[src/rtl/sfifo_mon.sv]
// sfifo_mon: parametrised synchronous FIFO with first-word-fall-through read, occupancy and error monitoring.
// Latency: written data reaches o_rd_data one cycle after acceptance into an empty FIFO; status outputs are combinational from state.
// Backpressure: a write while full or a read while empty is dropped and reported by a one-cycle pulse plus a sticky flag.
//
// Ports:
//   i_clk, i_reset        clock; synchronous active-high reset (dominates flush and stat-clear)
//   i_flush               synchronous discard of all contents; stats untouched
//   i_wr_en, i_wr_data    write request and data; o_full reports no space
//   i_rd, o_rd_data       pop request and head entry; o_empty reports no data
//   o_count               occupancy 0..DEPTH; o_almost_full / o_almost_empty compare it to the thresholds
//   o_overflow/underflow  one-cycle pulse for a write/read rejected the previous cycle
//   o_ovf/udf_sticky      latched error flags; i_clr_stat clears them and o_peak
//   o_peak                highest occupancy seen since reset or stat-clear (lags o_count by one cycle)
module sfifo_mon #(
  parameter int DW       = 8,
  parameter int DEPTH    = 64,
  parameter int AF_LEVEL = DEPTH - 2,
  parameter int AE_LEVEL = 1,
  localparam int AW      = $clog2(DEPTH)
) (
  input  logic          i_clk,
  input  logic          i_reset,
  input  logic          i_flush,
  input  logic          i_wr_en,
  input  logic [DW-1:0] i_wr_data,
  output logic          o_full,
  input  logic          i_rd,
  output logic [DW-1:0] o_rd_data,
  output logic          o_empty,
  output logic [AW:0]   o_count,
  output logic          o_almost_full,
  output logic          o_almost_empty,
  output logic          o_overflow,
  output logic          o_underflow,
  output logic          o_ovf_sticky,
  output logic          o_udf_sticky,
  input  logic          i_clr_stat,
  output logic [AW:0]   o_peak
);

  localparam logic [AW:0] AF_L = (AW+1)'(AF_LEVEL);
  localparam logic [AW:0] AE_L = (AW+1)'(AE_LEVEL);
  localparam logic [AW:0] ONE  = (AW+1)'(1);

  logic [DW-1:0] r_mem [DEPTH];
  logic [AW:0]   r_wr_ptr;
  logic [AW:0]   r_rd_ptr;
  logic          r_overflow;
  logic          r_underflow;
  logic          r_ovf_sticky;
  logic          r_udf_sticky;
  logic [AW:0]   r_peak;

  logic          w_full;
  logic          w_empty;
  logic [AW:0]   w_count;
  logic          w_wr_acc;
  logic          w_rd_acc;
  logic          w_ovf_evt;
  logic          w_udf_evt;

  // Extra wrap bit on each pointer distinguishes full from empty when the low bits match.
  assign w_empty = (r_rd_ptr == r_wr_ptr);
  assign w_full  = (r_rd_ptr[AW] != r_wr_ptr[AW]) && (r_rd_ptr[AW-1:0] == r_wr_ptr[AW-1:0]);
  assign w_count = r_wr_ptr - r_rd_ptr;

  // Full/empty are judged on current state only, so a same-cycle pop never makes room for a push
  // and a same-cycle push never feeds a pop.
  assign w_wr_acc  = i_wr_en & ~w_full  & ~i_flush & ~i_reset;
  assign w_rd_acc  = i_rd    & ~w_empty & ~i_flush & ~i_reset;
  assign w_ovf_evt = i_wr_en &  w_full  & ~i_flush;
  assign w_udf_evt = i_rd    &  w_empty & ~i_flush;

  // Storage carries no reset; the pointers alone define what is valid.
  always_ff @(posedge i_clk) begin
    if (w_wr_acc) begin
      r_mem[r_wr_ptr[AW-1:0]] <= i_wr_data;
    end
  end

  always_ff @(posedge i_clk) begin
    if (i_reset) begin
      r_wr_ptr     <= '0;
      r_rd_ptr     <= '0;
      r_overflow   <= 1'b0;
      r_underflow  <= 1'b0;
      r_ovf_sticky <= 1'b0;
      r_udf_sticky <= 1'b0;
      r_peak       <= '0;
    end else begin
      if (i_flush) begin
        r_wr_ptr <= '0;
        r_rd_ptr <= '0;
      end else begin
        if (w_wr_acc) r_wr_ptr <= r_wr_ptr + ONE;
        if (w_rd_acc) r_rd_ptr <= r_rd_ptr + ONE;
      end

      r_overflow  <= w_ovf_evt;
      r_underflow <= w_udf_evt;

      // A new error coinciding with a stat-clear keeps the flag set.
      if (w_ovf_evt)       r_ovf_sticky <= 1'b1;
      else if (i_clr_stat) r_ovf_sticky <= 1'b0;

      if (w_udf_evt)       r_udf_sticky <= 1'b1;
      else if (i_clr_stat) r_udf_sticky <= 1'b0;

      // Watermark samples the registered occupancy, so it trails o_count by one cycle.
      if (i_clr_stat)          r_peak <= '0;
      else if (w_count > r_peak) r_peak <= w_count;
    end
  end

  assign o_full         = w_full;
  assign o_empty        = w_empty;
  assign o_count        = w_count;
  assign o_rd_data      = r_mem[r_rd_ptr[AW-1:0]];
  assign o_almost_full  = (w_count >= AF_L);
  assign o_almost_empty = (w_count <= AE_L);
  assign o_overflow     = r_overflow;
  assign o_underflow    = r_underflow;
  assign o_ovf_sticky   = r_ovf_sticky;
  assign o_udf_sticky   = r_udf_sticky;
  assign o_peak         = r_peak;

endmodule

[config.mk]
export PLATFORM = sky130hd
export DESIGN_NAME = sfifo_mon
export DESIGN_NICKNAME = d
export VERILOG_FILES = /design/src/rtl/sfifo_mon.sv
export SDC_FILE = /design/constraint.sdc
export NUM_CORES = 1
export LEC_CHECK = 0
export BUFFER_PORTS_ARGS = -buffer_cell sky130_fd_sc_hd__clkbuf_2
export CAP_MARGIN = 10
export CORE_UTILIZATION = 40
export CTS_CLUSTER_DIAMETER = 60
export DETAILED_ROUTE_END_ITERATION = 8
export PLACE_DENSITY_LB_ADDON = 0.1
export SYNTH_ARGS = -nofsm -noshare
export SYNTH_HDL_FRONTEND = slang
export SYNTH_SLANG_ARGS = --single-unit
export TNS_END_PERCENT = 20
[constraint.sdc]
create_clock -name i_clk -period 8.09 [get_ports i_clk]
set_input_delay 0.4045 -clock i_clk [delete_from_list [all_inputs] [get_ports i_clk]]
set_output_delay 0.4045 -clock i_clk [all_outputs]
set_load 0.02 [all_outputs]
==> impl_metrics.env, run 1 <==
export IMPL_status="complete, but fails checks"
export IMPL_failed_checks="design-rule violations"
export IMPL_p_int_mw=4.45
export IMPL_worst_slew_pin_slew_ps=1090
export IMPL_finalWirelength_um=49000
export IMPL_numPlacedInstances=1724
export IMPL_gp_congestion=0.720
export IMPL_finish_net_count=1124
export IMPL_vias_per_cell=5.48
export IMPL_grt_overflow_total=0
export IMPL_synthesis_instances=1028
export IMPL_timing_max_cap_violations=0
export IMPL_clock_tree_htree_level_count=2
export IMPL_die_width_um=234
export IMPL_diodes=0
export IMPL_timing_rr_start="r_wr_ptr[0]"
export IMPL_holdCritPathClass="input port to flip-flop"
export IMPL_num_vias=9990
export IMPL_finalMaxSlewViolations=0
export IMPL_ff_to_ff_setup_slack_ps=4070
export IMPL_synth_edf_count=512
export IMPL_synth_area_um2=21500
export IMPL_timing_setup_critical_path_class="flip-flop to primary output"
export IMPL_cts_root_buffer_cell="sky130_fd_sc_hd__clkbuf_16"
export IMPL_grt_antenna_before_repair=0
export IMPL_grt_setup_unrepaired="no"
export IMPL_setup_total_negative_slack_ps=0
export IMPL_tritoncts="built"
export IMPL_first_global_vias=10351
export IMPL_path_clk_slew_ps=60
export IMPL_final_cells=1824
export IMPL_yosysWarnings=0
export IMPL_avgSynthCellArea_um2=20.9
export IMPL_synthesized_net_count=1056
export IMPL_holdCritStartpoint="i_rd"
export IMPL_drt_first_iter_violations=822
export IMPL_cts_buffers=58
export IMPL_flow_area_growth_from_synthesis_pct=12.5
export IMPL_die_area_um2=54700
export IMPL_gr_usage_all_layers=0.185
export IMPL_die_h_um=234
export IMPL_wire_length_of_the_first_global_routing_pass_um=71600
export IMPL_max_freq_mhz=221
export IMPL_final_cell_area_um2=24200
export IMPL_crit_path_max_fanout=97
export IMPL_synth_cell_types=50
export IMPL_detailed_place_area_um2=22500
export IMPL_synth_ff_type="sky130_fd_sc_hd__edfxtp_1"
export IMPL_hold_path_endpoint="o_underflow"
export IMPL_layout_core_utilization=0.458
export IMPL_post_cts_resized_instances=0
export IMPL_final_antenna_net_count=0
export IMPL_initial_utilization=0.407
export IMPL_final_period_minus_worst_setup_slack_ps=4530
export IMPL_floorplan_rows=84
export IMPL_worst_setup_path_end_kind="primary output"
export IMPL_crit_path_largest_cell_delay_ps=800
export IMPL_worstPathArrival_ps=4130
export IMPL_reg2reg_depth=16
export IMPL_clkPwrFrac=0.434
export IMPL_max_slew_margin_rel=0.273
export IMPL_total_power_mw=5.56
export IMPL_hold_viol=0
export IMPL_crit_path_cell_trace="buf_12 > mux4_2 > mux4_2 > mux2i_1 > o21ai_0 > clkbuf_2"
export IMPL_dp_final_hpwl_um=28600
export IMPL_power_share_switching=0.199
export IMPL_setup_violations=0
export IMPL_clk_latency_ps=620
export IMPL_power_density_cell_area_nw_per_um2=230
export IMPL_fp_coreArea_um2=52900
export IMPL_seq_area_frac_synth=0.743
export IMPL_ctsHoldBuffers=0
export IMPL_r2r_end="o_peak[3]"
export IMPL_number_of_port_buffers=43
export IMPL_critical_path_slowest_cell="sky130_fd_sc_hd__dfxtp_4"
export IMPL_drcViolationCount=5
export IMPL_worst_path_most_repeated_cell="sky130_fd_sc_hd__mux4_2"
export IMPL_wire_per_inst_um=26.9
export IMPL_clock_skew_final_ps=21.4
export IMPL_num_fill_cells=4457
export IMPL_drive_gt1_frac=0.276
export IMPL_layout_cells_most_common_list="sky130_fd_sc_hd__edfxtp_1, sky130_fd_sc_hd__mux4_2, sky130_fd_sc_hd__nor2_1"
export IMPL_worst_setup_path_start_kind="flip-flop"
export IMPL_synth_ff_latch_count=543
export IMPL_mostFrequentLayoutCell="sky130_fd_sc_hd__edfxtp_1"
export IMPL_power_net_switching_mw=1.11
export IMPL_worst_endpoint_required_ps=7690
export IMPL_firstDrtPassIters=6
export IMPL_design_portCount=44
export IMPL_pin_count_of_the_biggest_net_entering_global_routing=98
export IMPL_clk_path_buf_depth=3
export IMPL_power_ir_vdd_worst_mv=0.155
export IMPL_post_cts_repair_setup_buffers=0
export IMPL_timing_final_crit_share=0.560
export IMPL_whs_path_depth=2
export IMPL_seqPwrFrac=0.553
export IMPL_synth_async_reset_ratio=0
export IMPL_clock_sinks=543
export IMPL_static_leakage_power_nw=7.31
export IMPL_power_combinational_fraction=0.013
## how the worst max path moves through the flow
stage / endpoint / cells after the start
finish: o_rd_data[6] / 6
global route: o_rd_data[6] / 7
CTS: o_rd_data[6] / 6
detailed placement: o_rd_data[6] / 6
global placement: o_rd_data[6] / 6
floorplan: o_peak[4] / 17
## critical path, delay by kind of cell (launching register included)
| family | cells | cell delay [ps] |
|---|---|---|
| mux | 3 | 1490 |
| flops | 1 | 800 |
| buf+inv | 2 | 930 |
| compound gates | 1 | 260 |
## sequential cells by signal (all words and copies together) (netlist names), named ones only
signal	flops
o_overflow	1
r_wr_ptr	7
o_peak	7
o_underflow	1
r_rd_ptr	7
o_ovf_sticky	1
o_udf_sticky	1
r_mem	512
## routing by layer
metal / up-vias / share of wire / global-route usage / wire (µm)
li1: 4363 / - / - / -
met5: - / 0 / 0 / 0
met1: 5325 / 0.44 / 0.261 / 21800
met4: 0 / 0.017 / 0.0436 / 821
met3: 50 / 0.055 / 0.0387 / 2690
met2: 252 / 0.48 / 0.295 / 23700
## cell type report
class                   instances  area (µm²)  share of cell area
clock buffers                  82        1600              0.0662
clock inverters                18        93.8             0.00388
inverters                      20        75.1             0.00310
multi-input cells             412        5200               0.215
flip-flops and latches        543       16000               0.661
well taps                     688         861              0.0356
repair buffers                 61         363              0.0150
## stage by stage
stage / setup WS [ps] / hold slack (ps)
floorplan: 4490 / 467
global placement: 3970 / 437
detailed placement: 3990 / 444
CTS: 3330 / 105
global route: 3290 / 120
finish: 3560 / 130
## synth_stat cells, types with 8 or more instances
cell type	n	area, µm²
sky130_fd_sc_hd__mux2i_1	12	120
sky130_fd_sc_hd__inv_1	20	75.1
sky130_fd_sc_hd__dfxtp_1	31	621
sky130_fd_sc_hd__buf_1	10	37.5
sky130_fd_sc_hd__buf_2	13	65.1
sky130_fd_sc_hd__nand2_1	36	135
sky130_fd_sc_hd__nand3_1	8	40.0
sky130_fd_sc_hd__ha_1	13	163
sky130_fd_sc_hd__xnor2_1	8	70.1
sky130_fd_sc_hd__o21ai_0	10	50.1
sky130_fd_sc_hd__edfxtp_1	512	15400
sky130_fd_sc_hd__clkbuf_1	23	86.3
sky130_fd_sc_hd__xor2_1	8	70.1
sky130_fd_sc_hd__nor2_1	83	312
sky130_fd_sc_hd__mux4_2	163	3670
## power by group through the flow
stage / logic, mW / registers (mW) / clock network, mW
after global routing: 0.0813 / 3.07 / 2.58
after floorplan: 0.0190 / 3.13 / 0
after CTS: 0.0760 / 3.07 / 2.47
final: 0.0741 / 3.07 / 2.41
after global placement: 0.0737 / 3.13 / 0
after detailed placement: 0.0760 / 3.13 / 0
## cells by family (layout without fill, tap and decap cells)
| logic type | count (synthesis) | in the layout | share of synthesized area |
|---|---|---|---|
| AO/OA/AOI/OAI | 34 | 34 | 0.0115 |
| XOR/XNOR | 16 | 16 | 0.00651 |
| adder cells (fa/ha/maj) | 14 | 14 | 0.00849 |
| buffers and inverters | 73 | 181 | 0.0149 |
| flip-flops | 543 | 543 | 0.743 |
| multiplexers | 181 | 181 | 0.179 |
| AND/OR/NAND/NOR | 167 | 167 | 0.0359 |
No activity file was read; power rests on OpenSTA's default activity.
==> run 2, diff against run 1 <==
==> constraint.sdc (replaced) <==
create_clock -name i_clk -period 4.45 [get_ports i_clk]
set_input_delay 0.2225 -clock i_clk [delete_from_list [all_inputs] [get_ports i_clk]]
set_output_delay 0.2225 -clock i_clk [all_outputs]
set_load 0.02 [all_outputs]
==> impl_metrics.env, run 2 (synthesis gave the netlist of run 1 again) <==
export IMPL_status="complete, but fails checks"
export IMPL_failed_checks="design-rule violations"
export IMPL_power_density_cell_area_nw_per_um2=409
export IMPL_wire_length_of_the_first_global_routing_pass_um=74200
export IMPL_largest_register_ffs=512
export IMPL_static_leakage_power_nw=7.76
export IMPL_clock_skew_final_ps=21.1
export IMPL_grt_antenna_before_repair=1
export IMPL_power_share_switching=0.202
export IMPL_worst_setup_path_start_kind="flip-flop"
export IMPL_power_net_switching_mw=2.06
export IMPL_crit_path_cell_trace="inv_1 > ha_1 > inv_1 > fa_1 > a21oi_1 > o21a_1 > o21bai_1 > a21o_1 > xor2_1 > inv_1 > ha_1 > nand2_1 > or3_1 > o31a_1 > a22oi_4 > mux2i_1"
export IMPL_wire_per_inst_um=26.6
export IMPL_gp_congestion=0.780
export IMPL_crit_path_largest_cell_delay_ps=400
export IMPL_clkPwrFrac=0.437
export IMPL_total_power_mw=10.2
export IMPL_vias_per_cell=5.44
export IMPL_clock_tree_htree_level_count=2
export IMPL_pin_count_of_the_biggest_net_entering_global_routing=65
export IMPL_worstPathArrival_ps=4380
export IMPL_setup_violations=0
export IMPL_final_period_minus_worst_setup_slack_ps=3850
export IMPL_clock_sinks=543
export IMPL_fp_coreArea_um2=52900
export IMPL_holdCritPathClass="input port to flip-flop"
export IMPL_floorplan_rows=84
export IMPL_firstDrtPassIters=9
export IMPL_timing_setup_critical_path_class="flip-flop to flip-flop"
export IMPL_max_freq_mhz=260
export IMPL_final_antenna_net_count=0
export IMPL_drcViolationCount=10
export IMPL_die_area_um2=54700
export IMPL_first_global_vias=10672
export IMPL_finalWirelength_um=50700
export IMPL_sequential_cell_area_um2=16000
export IMPL_setup_total_negative_slack_ps=0
export IMPL_drt_first_iter_violations=738
export IMPL_worst_slew_pin_slew_ps=929
export IMPL_clk_path_buf_depth=3
export IMPL_max_slew_margin_rel=0.381
export IMPL_post_cts_repair_setup_buffers=0
export IMPL_mostFrequentLayoutCell="sky130_fd_sc_hd__edfxtp_1"
export IMPL_die_h_um=234
export IMPL_num_fill_cells=4413
export IMPL_ctsHoldBuffers=3
export IMPL_path_clk_slew_ps=60
export IMPL_worst_setup_path_end_kind="flip-flop"
export IMPL_hold_viol=0
export IMPL_number_of_port_buffers=43
export IMPL_multiInputGateArea_um2=5200
export IMPL_grt_setup_unrepaired="no"
export IMPL_num_vias=10379
export IMPL_post_cts_resized_instances=0
export IMPL_drive_gt1_frac=0.326
export IMPL_timing_max_cap_violations=0
export IMPL_dp_final_hpwl_um=31000
export IMPL_layout_cells_most_common_list="sky130_fd_sc_hd__edfxtp_1, sky130_fd_sc_hd__mux4_2, sky130_fd_sc_hd__buf_4"
export IMPL_power_combinational_fraction=0.014
export IMPL_tritoncts="built"
export IMPL_seqPwrFrac=0.549
export IMPL_grt_overflow_total=0
export IMPL_flow_area_growth_from_synthesis_pct=15.6
export IMPL_crit_path_max_fanout=8
export IMPL_die_width_um=234
export IMPL_gr_usage_all_layers=0.192
export IMPL_design_portCount=44
export IMPL_initial_utilization=0.407
export IMPL_cts_root_buffer_cell="sky130_fd_sc_hd__clkbuf_16"
export IMPL_power_ir_vdd_worst_mv=0.299
export IMPL_critical_path_slowest_cell="sky130_fd_sc_hd__dfxtp_1"
export IMPL_cts_buffers=57
export IMPL_finalMaxSlewViolations=0
export IMPL_timing_final_crit_share=0.865
export IMPL_worst_path_most_repeated_cell="sky130_fd_sc_hd__inv_1"
export IMPL_worst_endpoint_required_ps=4980
export IMPL_finish_net_count=1203
export IMPL_p_int_mw=8.12
export IMPL_clk_latency_ps=610
==> run 2: per-stage QoR <==
stage	util	area (µm²)	hold WS [ps]	worst slack (ps)	instances
2_1_floorplan	-	21500	321	847	1028
3_3_place_gp	0.437	23100	434	769	1801
4_1_cts	0.470	24900	16.1	481	1907
6_report	0.471	24900	62.6	602	1908
5_1_grt	0.470	24900	54.1	293	1907
3_5_place_dp	0.437	23100	442	665	1801
==> run 2: power groups by stage <==
| stage | logic (mW) | registers, mW | clock network (mW) |
|---|---|---|---|
| after floorplan | 0.0346 | 5.70 | 0 |
| after global placement | 0.146 | 5.70 | 0 |
| after detailed placement | 0.150 | 5.70 | 0 |
| after CTS | 0.153 | 5.59 | 4.56 |
| after global routing | 0.161 | 5.58 | 4.75 |
| final | 0.148 | 5.59 | 4.44 |
==> run 2: final timing paths <==
path	end	slack (ps)	from	depth (start not counted)
hold / removal	r_wr_ptr[5]	60	i_reset	4
hold reg to reg	o_udf_sticky	450	o_udf_sticky	1
setup / recovery	o_peak[1]	600	r_wr_ptr[0]	16
setup reg to reg	o_peak[1]	600	r_wr_ptr[0]	16
==> run 2: critical path, delay by kind of cell (launching register included) <==
| family | cells | cell delay, ps |
|---|---|---|
| adder cells (fa/ha/maj) | 3 | 890 |
| flip-flops | 1 | 400 |
| AND/OR/NAND/NOR | 2 | 360 |
| buffers and inverters | 3 | 330 |
| XOR/XNOR | 1 | 220 |
| AO/OA/AOI/OAI | 6 | 1350 |
| multiplexers | 1 | 230 |
==> run 2: area by class of cell <==
cell class | instances | area share
flip-flops and latches | 543 | 0.643
multi-input cells | 412 | 0.209
clock buffers | 71 | 0.0603
repair buffers | 141 | 0.0400
well taps | 688 | 0.0346
clock inverters | 32 | 0.00941
inverters | 20 | 0.00302
diodes | 1 | 0.000101
==> run 2: routing by layer <==
layer | vias up | wire (µm) | GRT usage
met3 | 74 | 2170 | 0.0274
met5 | - | 0 | 0
met4 | 0 | 1070 | 0.0558
met1 | 5553 | 24100 | 0.288
li1 | 4527 | - | -
met2 | 225 | 23400 | 0.291
==> run 3, diff against run 2 <==
--- a/config.mk
+++ b/config.mk
@@ -7,8 +7,9 @@
 export LEC_CHECK = 0
 export BUFFER_PORTS_ARGS = -buffer_cell sky130_fd_sc_hd__clkbuf_2
 export CAP_MARGIN = 10
-export CORE_UTILIZATION = 40
+export CORE_UTILIZATION = 60
 export CTS_CLUSTER_DIAMETER = 60
+export CTS_CLUSTER_SIZE = 20
 export DETAILED_ROUTE_END_ITERATION = 8
 export PLACE_DENSITY_LB_ADDON = 0.1
 export SYNTH_ARGS = -nofsm -noshare
==> impl_metrics.env, run 3 (synthesis gave the netlist of run 1 again) <==
export IMPL_floorplan_rows=68
export IMPL_drt_first_iter_violations=834
export IMPL_flow_area_growth_from_synthesis_pct=10.3
export IMPL_hold_viol=0
export IMPL_cts_buffers=36
export IMPL_post_cts_repair_setup_buffers=0
export IMPL_worst_slew_pin_slew_ps=1070
export IMPL_setup_violations=0
export IMPL_max_freq_mhz=265
export IMPL_initial_utilization=0.617
export IMPL_clock_tree_htree_level_count=2
export IMPL_multiInputGateArea_um2=5200
export IMPL_cts_root_buffer_cell="sky130_fd_sc_hd__clkbuf_16"
export IMPL_worst_endpoint_required_ps=4230
export IMPL_whs_path_depth=3
export IMPL_critical_path_slowest_cell="sky130_fd_sc_hd__dfxtp_4"
export IMPL_final_period_minus_worst_setup_slack_ps=3770
export IMPL_layout_cells_most_common_list="sky130_fd_sc_hd__edfxtp_1, sky130_fd_sc_hd__mux4_2, sky130_fd_sc_hd__nor2_1"
export IMPL_first_global_vias=10119
export IMPL_wire_per_inst_um=27.3
export IMPL_number_of_port_buffers=43
export IMPL_design_portCount=44
export IMPL_holdCritPathClass="input port to flip-flop"
export IMPL_gr_usage_all_layers=0.251
export IMPL_tritoncts="built"
export IMPL_postLayoutSetupSlackWorst_ps=676
export IMPL_worst_path_most_repeated_cell="sky130_fd_sc_hd__mux4_2"
export IMPL_cp_depth=7
export IMPL_timing_rr_start="r_wr_ptr[0]"
export IMPL_holdCritStartpoint="i_flush"
export IMPL_finish_net_count=1142
export IMPL_worstPathArrival_ps=3550
export IMPL_pin_count_of_the_biggest_net_entering_global_routing=65
export IMPL_mostFrequentLayoutCell="sky130_fd_sc_hd__edfxtp_1"
export IMPL_sequential_cell_area_um2=16000
export IMPL_crit_path_cell_trace="buf_4 > mux4_2 > mux4_2 > mux2_2 > nand2_1 > o21ai_0 > clkbuf_2"
export IMPL_timing_final_crit_share=0.848
export IMPL_gp_congestion=0.807
export IMPL_grt_antenna_before_repair=1
export IMPL_num_vias=10094
export IMPL_clk_latency_ps=540
export IMPL_finalMaxSlewViolations=0
export IMPL_grt_overflow_total=0
export IMPL_worst_path_buf_inv=2
export IMPL_dp_final_hpwl_um=26700
export IMPL_die_width_um=191
export IMPL_die_h_um=191
export IMPL_crit_path_largest_cell_delay_ps=700
export IMPL_final_antenna_net_count=0
export IMPL_reg2reg_depth=16
export IMPL_clk_path_buf_depth=3
export IMPL_power_ir_vdd_worst_mv=0.402
export IMPL_worst_setup_path_end_kind="primary output"
export IMPL_timing_max_cap_violations=0
export IMPL_num_fill_cells=2174
export IMPL_clock_skew_final_ps=28.7
export IMPL_drcViolationCount=0
export IMPL_drive_gt1_frac=0.293
export IMPL_grt_setup_unrepaired="no"
export IMPL_worst_setup_path_start_kind="flip-flop"
export IMPL_max_slew_margin_rel=0.283
export IMPL_finalWirelength_um=43500
export IMPL_timing_setup_critical_path_class="flip-flop to primary output"
export IMPL_die_area_um2=36600
export IMPL_firstDrtPassIters=5
export IMPL_clock_sinks=543
export IMPL_largest_register_ffs=512
export IMPL_crit_path_max_fanout=25
export IMPL_critical_path_top_delay_family="multiplexers"
export IMPL_placement_setup_worst_slack_ps=742
export IMPL_diodes=0
export IMPL_power_density_cell_area_nw_per_um2=386
export IMPL_setup_total_negative_slack_ps=0
export IMPL_wire_length_of_the_first_global_routing_pass_um=65200
export IMPL_vias_per_cell=6.34
export IMPL_fp_coreArea_um2=34900
export IMPL_status="complete, no violations"
export IMPL_static_leakage_power_nw=7.28
export IMPL_path_clk_slew_ps=80
run 3: changes by cell type in the layout (fill, tap and decap cells not counted), sizes merged:
cell	before	now
diode	1	0
dlygate4sd3	3	2
buf	95	56
bufinv	2	4
clkinv	28	9
inv	22	24
clkbuf	114	87
run 3: through the flow:
step	utilization	hold slack [ps]	instance area [µm²]	total power, mW	cells
final	0.680	58.9	23700	9.15	1592
after global placement	0.646	433	22500	5.83	1529
after detailed placement	0.646	438	22500	5.83	1529
after CTS	0.680	31.3	23700	9.21	1592
after floorplan	-	321	21500	5.73	1028
after global routing	0.680	69.9	23700	9.40	1592
run 3: path summary, 6_finish.rpt:
check | to | slack [ps]
min | r_wr_ptr[5] | 60
max | o_rd_data[4] | 680
max reg2reg | o_peak[0] | 700
min reg2reg | o_udf_sticky | 460
run 3: what timing repair did:
item | CTS | global route
hold buffers | 2 | 0
hold endpoints to repair | 2 | 0
endpoints found under the setup margin | 0 | 0
resized for setup | 0 | 0
run 3: worst reg2reg max path: cells and delay by family, from the launching register on:
family,cells,cell delay [ps]
xor+xnor,1,190
simple gates,2,360
flops,1,400
buf+inv,3,300
compound gates,6,1310
fa+ha+maj,3,870
mux,1,230
run 3: final cells by class:
cell class	instances	area share
Clock buffer	44	0.0405
Multi-Input combinational cell	412	0.219
Clock inverter	17	0.00917
Inverter	20	0.00316
Tap cell	455	0.0240
Timing Repair Buffer	101	0.0297
Sequential cell	543	0.674
run 3: layer usage:
metal / part of all wire / track usage
met5: 0.00021 / 0
met4: 0.018 / 0.0571
met3: 0.068 / 0.0380
met2: 0.49 / 0.390
met1: 0.43 / 0.381
run 3: report_power, final:
| group | internal [mW] | total [mW] | switching [mW] |
|---|---|---|---|
| clock network | 1.80 | 3.44 | 1.63 |
| registers | 5.58 | 5.58 | 0.00208 |
| logic | 0.0285 | 0.136 | 0.108 |
| total | 7.41 | 9.15 | 1.74 |
